## src/rtl/accum_drain.sv

```systemverilog
// accum_drain
//   Drain sequencer for the accumulation table. On an accepted start it reads
//   num_rows consecutive table rows (wrapping past the top row), buffers the
//   read data in a 2-entry FIFO and streams each row out as one beat. When the
//   last beat has been accepted it spends one CLEAR cycle (pulsing tbl_clear if
//   clear_en was set at start) and one DONE cycle (done pulse), then returns
//   to IDLE.
//
// Ports
//   clk, rst_n      clock, asynchronous active-low reset
//   start           job request, honoured only in IDLE
//   base_addr       first row of the job (sampled on accepted start)
//   num_rows        rows to drain, 0..NUM_ACCUM_ROWS (sampled on start)
//   clear_en        zero the table after draining (sampled on start)
//   busy            high in DRAIN and CLEAR
//   done            one-cycle pulse in DONE
//   tbl_rd_en       per-column read enable (all bits identical)
//   tbl_rd_addr     row address replicated per column
//   tbl_rd_data     table read data, valid one cycle after tbl_rd_en
//   tbl_clear       per-column clear (all bits identical)
//   out_valid/out_ready/out_data/out_last  output beat stream
//
// Handshake: a beat transfers on a rising clk edge where out_valid and
// out_ready are both high. Once out_valid rises it stays high, with out_data
// and out_last unchanged, until that transfer happens. out_ready may be
// changed freely by the consumer.

module accum_drain #(
  parameter int DATA_WIDTH     = 16,
  parameter int MAX_OUT_ROWS   = 128,
  parameter int MAX_OUT_COLS   = 128,
  parameter int SYS_ARR_COLS   = 16,
  localparam int NUM_ACCUM_ROWS = MAX_OUT_ROWS * (MAX_OUT_COLS / SYS_ARR_COLS),
  localparam int ADDR_W         = $clog2(NUM_ACCUM_ROWS)
) (
  input  logic                               clk,
  input  logic                               rst_n,
  input  logic                               start,
  input  logic [ADDR_W-1:0]                  base_addr,
  input  logic [ADDR_W:0]                    num_rows,
  input  logic                               clear_en,
  output logic                               busy,
  output logic                               done,
  output logic [SYS_ARR_COLS-1:0]            tbl_rd_en,
  output logic [ADDR_W*SYS_ARR_COLS-1:0]     tbl_rd_addr,
  input  logic [DATA_WIDTH*SYS_ARR_COLS-1:0] tbl_rd_data,
  output logic [SYS_ARR_COLS-1:0]            tbl_clear,
  output logic                               out_valid,
  input  logic                               out_ready,
  output logic [DATA_WIDTH*SYS_ARR_COLS-1:0] out_data,
  output logic                               out_last
);

  localparam int RW = DATA_WIDTH * SYS_ARR_COLS;
  localparam logic [ADDR_W:0]   ONE_R     = 1;
  localparam logic [ADDR_W-1:0] ONE_A     = 1;
  localparam logic [ADDR_W-1:0] LAST_ADDR = ADDR_W'(NUM_ACCUM_ROWS - 1);

  typedef enum logic [1:0] {S_IDLE, S_DRAIN, S_CLEAR, S_DONE} state_t;

  state_t            state_q;
  logic [ADDR_W:0]   num_rows_q;
  logic              clr_en_q;
  logic [ADDR_W-1:0] addr_q;      // address of the next read to issue
  logic [ADDR_W:0]   issued_q;    // reads issued so far in this job
  logic [ADDR_W:0]   beats_q;     // beats accepted so far in this job
  logic              pend_q;      // read issued last cycle, data on tbl_rd_data now
  logic              pend_last_q; // that read was row num_rows-1
  logic [RW-1:0]     data_q [2];
  logic              last_q [2];
  logic              wr_ptr_q;
  logic              rd_ptr_q;
  logic [1:0]        cnt_q;

  logic              pop;
  logic              rd_go;
  logic [2:0]        occ;
  logic [1:0]        cnt_d;
  logic [ADDR_W-1:0] addr_d;

  // The read decided this cycle lands in the FIFO at the end of the next
  // cycle, so the only other unbuffered row is pend_q. Issuing while
  // (FIFO + pend - pop) < 2 keeps the FIFO within 2 entries yet still allows
  // one read per cycle when every beat is accepted.
  always_comb begin
    pop    = (cnt_q != 2'd0) & out_ready;
    occ    = {1'b0, cnt_q} + {2'b00, pend_q};
    rd_go  = (state_q == S_DRAIN) && (issued_q < num_rows_q) &&
             (occ < (3'd2 + {2'b00, pop}));
    cnt_d  = cnt_q + {1'b0, pend_q} - {1'b0, pop};
    addr_d = (addr_q == LAST_ADDR) ? '0 : addr_q + ONE_A;
  end

  assign busy        = (state_q == S_DRAIN) || (state_q == S_CLEAR);
  assign done        = (state_q == S_DONE);
  assign tbl_rd_en   = {SYS_ARR_COLS{rd_go}};
  assign tbl_rd_addr = {SYS_ARR_COLS{addr_q}};
  assign tbl_clear   = {SYS_ARR_COLS{(state_q == S_CLEAR) && clr_en_q}};
  assign out_valid   = (cnt_q != 2'd0);
  assign out_data    = data_q[rd_ptr_q];
  assign out_last    = out_valid & last_q[rd_ptr_q];

  always_ff @(posedge clk or negedge rst_n) begin
    if (!rst_n) begin
      state_q     <= S_IDLE;
      num_rows_q  <= '0;
      clr_en_q    <= 1'b0;
      addr_q      <= '0;
      issued_q    <= '0;
      beats_q     <= '0;
      pend_q      <= 1'b0;
      pend_last_q <= 1'b0;
      wr_ptr_q    <= 1'b0;
      rd_ptr_q    <= 1'b0;
      cnt_q       <= 2'd0;
      for (int i = 0; i < 2; i++) begin
        data_q[i] <= '0;
        last_q[i] <= 1'b0;
      end
    end else begin
      pend_q      <= rd_go;
      pend_last_q <= rd_go & (issued_q == num_rows_q - ONE_R);
      cnt_q       <= cnt_d;

      if (pend_q) begin
        data_q[wr_ptr_q] <= tbl_rd_data;
        last_q[wr_ptr_q] <= pend_last_q;
        wr_ptr_q         <= ~wr_ptr_q;
      end
      if (pop) begin
        rd_ptr_q <= ~rd_ptr_q;
      end
      if (rd_go) begin
        addr_q   <= addr_d;
        issued_q <= issued_q + ONE_R;
      end

      unique case (state_q)
        S_IDLE: begin
          if (start) begin
            num_rows_q <= num_rows;
            clr_en_q   <= clear_en;
            addr_q     <= base_addr;
            issued_q   <= '0;
            beats_q    <= '0;
            state_q    <= (num_rows == '0) ? S_CLEAR : S_DRAIN;
          end
        end
        S_DRAIN: begin
          if (pop) begin
            beats_q <= beats_q + ONE_R;
            if (beats_q == num_rows_q - ONE_R) begin
              state_q <= S_CLEAR;
            end
          end
        end
        S_CLEAR: state_q <= S_DONE;
        S_DONE:  state_q <= S_IDLE;
        default: state_q <= S_IDLE;
      endcase
    end
  end

endmodule

```

## config.mk

```make
export PLATFORM = sky130hd
export DESIGN_NAME = accum_drain
export DESIGN_NICKNAME = d
export VERILOG_FILES = /design/src/rtl/accum_drain.sv
export SDC_FILE = /design/constraint.sdc
export NUM_CORES = 1
export LEC_CHECK = 0
export ABC_AREA = 1
export ABC_CLOCK_PERIOD_IN_PS = 2700
export CORE_AREA = 5 5 286 288
export DETAILED_ROUTE_END_ITERATION = 7
export DIE_AREA = 0 0 291 293
export SLEW_MARGIN = 20
export SYNTH_ARGS = -nofsm -noshare
export SYNTH_HDL_FRONTEND = slang
export SYNTH_SLANG_ARGS = --single-unit
```

## constraint.sdc

```tcl
create_clock -name clk -period 2.7 [get_ports clk]
set_clock_uncertainty 0.15 [all_clocks]
set_input_delay 0.27 -clock clk [delete_from_list [all_inputs] [get_ports clk]]
set_output_delay 0.27 -clock clk [all_outputs]
set_load 0.005 [all_outputs]
```

==> results by group <==
Status
  – Status: finished clean

Power
  – PD cells: 1250 nW/um^2
  – Leakage power: 20.5 nW
  – Final Power: 47.6 mW
  – Maximum vdd drop: 0.000707 V

Cells and area
  – Nets: roughly 4300
  – Syn-to-layout area delta: 41.1%
  – Share of layout cells above drive strength 1: 7.61%
  – Fillcell total: 7691

Global route
  – Grt total ovfl: 0
  – Vias in the first global route: around 23000
  – Total track usage: between 10% and 20%
  – Antenna violations before repair: 22
  – Largest net degree at the start of global routing: 165
  – First-pass GRT wire length: 131 mm

Logic synthesis
  – Post-synth EDFFs: 0
  – Area leader, netlist: dfrtp_1
  – Distinct cell type count after synthesis: 46
  – Synth Flop Type: dfrtp_1
  – Synth top cells by count: nand2_1, dfrtp_1, o21ai_0
  – Post-synthesis sequential area ratio: between 50 and 60%
  – Share of the synthesized area in the top cell type: 52.6%
  – FF+latch count, synth: 566
  – Syn nets: 3735
  – FFs w/ async S/R, synth: 100%
  – Warning count from the yosys run: 0
  – Top post-synthesis cells by area: dfrtp_1, nand2_1, o21ai_0
  – Mapped Cells: 3430
  – Syn avg cell area: 7.85 sq um
  – Syn Std Cell Area: roughly 27000 sq um
  – Most common cell in the netlist: nand2_1

STA
  – Worst Max-Slew Pin Slew: 0.658 ns
  – Relative slew slack: 56.1%
  – Final worst path period share: around 100%
  – Setup violators final: 0
  – Final Hold Fails: 0
  – Period minus WS final: 2.69 ns
  – Hold slack: 0.0725 ns
  – Count of pins over their slew limit: 0
  – RSZ-0062 raised after global routing: true
  – Max Freq: around 370 MHz
  – Setup TNS: 0 ns
  – Final setup margin: 0.00795 ns

Clock tree
  – Clock slew at reported path FFs: 0.06 ns
  – Longest Clk Path Bufs: 3
  – Inserted Clock Buffers: 67
  – Clock Sinks: ~570
  – Clk_lat worst skew: 0.59 ns
  – H-tree levels: 3
  – Root buf cell: clkbuf_16
  – CTS tree: yes

Floorplan
  – Die width: slightly below 300 um
  – Core box area: 78600 sq um
  – # rows: 103
  – Io pins: ~730
  – Initial core utilization: 34.2%
  – Die height: 293 um
  – Die area: 85300 sq um

Placed design
  – Final Wtd Congestion: 0.844
  – PortBufs: 733
  – HPWL Detailed: 57.7 mm
  – Post-Place Worst Slack: about 0.18 ns

Worst setup path
  – CP Data Required Time: 2.28 ns
  – Startpoint types: flip-flop
  – Worst-case reg-to-reg path depth: 14
  – Worst R2R Start: pend_q
  – Crit-path max FO: 12
  – Capturing element type of the critical path: output pin
  – Crit path capture: out_data[172]
  – FF-to-FF End: issued_q[5]
  – WS Path Type: reg -> out
  – Worst setup startpoint: rd_ptr_q
  – Register-to-register setup slack: roughly 0.17 ns
  – Crit path DAT: 2.27 ns

Hold path
  – Hold Crit Class: in -> reg

Run
  – Number of max-cap violations: 0

Detailed routing
  – Routed Antenna Nets: 0
  – DR DRC count: 0
  – Drt first pass iters: 5
  – Vias/cell: 4.57
  – Via Count: 23348
  – DR iter-0 viols: 1578
  – Routed WL per cell: 17.4 um
  – Total wire length: approximately 90 mm
-- cell families after synthesis --
logic type,count (synthesis),share of synthesized area (%)
AND/OR/NAND/NOR,1562,22.5
buffers and inverters,682,12.2
AO/OA/AOI/OAI,582,11.0
flip-flops,566,52.6
adder cells (fa/ha/maj),23,1.07
XOR/XNOR,15,0.539
-- metal layers --
| layer | vias to the layer above | wire [um] | global-route usage [%] |
|---|---|---|---|
| met4 | 10 | 2260 | 6.74 |
| met1 | 10909 | 37700 | 24.6 |
| met2 | 699 | 41600 | 30.3 |
| met3 | 121 | 7130 | 6.25 |
| li1 | 11609 | - | - |
| met5 | - | 74 | 0 |
-- cell usage in the layout (no fill, tap or decap), types with 17 or more instances in the layout --
| master | n |
|---|---|
| buf_4 | 55 |
| buf_6 | 26 |
| o21ai_0 | 538 |
| clkbuf_1 | 17 |
| nor2_1 | 34 |
| nand3_1 | 51 |
| nand2_1 | 1421 |
| dfrtp_1 | 564 |
| dlymetal6s2s_1 | 124 |
| clkbuf_16 | 78 |
| buf_12 | 27 |
| inv_1 | 309 |
| dlygate4sd2_1 | 94 |
| clkdlybuf4s50_1 | 498 |
-- what timing repair did --
item	in CTS	in global routing
setup endpoints to repair	287	180
hold endpoints to repair	292	0
cloned	9	16
setup buffers	20	23
resized for setup	198	167
hold buffers	2	0
pin swaps	9	4
-- through the flow --
| stage | utilization (%) | instance area (sq um) | cells |
|---|---|---|---|
| 2_1_floorplan | - | 26900 | 3430 |
| 3_3_place_gp | 43.6 | 34300 | 4909 |
| 3_5_place_dp | 43.6 | 34300 | 4909 |
| 4_1_cts | 47.0 | 36900 | 5061 |
| 5_1_grt | 48.3 | 38000 | 5108 |
| 6_report | 48.3 | 38000 | 5112 |
-- worst min-delay path by stage --
stage	from	to	depth (start not counted)	slack, ns
detailed placement	rst_n	data_q[502]	1	0.02
global placement	rst_n	data_q[502]	1	0.02
finish	base_addr[3]	addr_q[3]	3	0.07
CTS	clear_en	clr_en_q	3	0.02
global route	base_addr[3]	addr_q[3]	3	0.05
floorplan	rst_n	addr_q[0]	0	-0.18
-- area by class of cell --
type                            instances  area [sq um]  area share, %
Antenna cell                           13          32.5         0.0857
Clock buffer                          101          1990           5.23
Clock inverter                         20           248          0.652
Inverter                              324          1260           3.31
Multi-Input combinational cell       2182          9600           25.3
Sequential cell                       566         14200           37.3
Tap cell                             1050          1310           3.46
Timing Repair Buffer                  852          9320           24.5
Timing Repair inverter                  4          48.8          0.129
-- worst max-delay path, stage by stage, from the launching register on --
cell and delay (ns):
dfrtp_4 0.48, buf_12 0.17, clkinv_8 0.13, clkbuf_16 0.20, nand2_1 0.06, nand2_1 0.10
clkdlybuf4s50_1 0.51
-- registers in the layout (all words and copies together) (netlist names) --
signal and cells:
cnt_q 2, wr_ptr_q 1, pend_last_q 1, pend_q 1, issued_q 11, beats_q 11, last_q 2, num_rows_q 11
state_q 2, rd_ptr_q 1, clr_en_q 1, addr_q 10, data_q 512
-- power by group --
| group | internal [mW] | switching [mW] |
|---|---|---|
| Sequential | 12.6 | 2.25 |
| Combinational | 11.7 | 12.0 |
| Clock | 5.33 | 3.71 |
No activity file was read; power rests on OpenSTA's default activity.
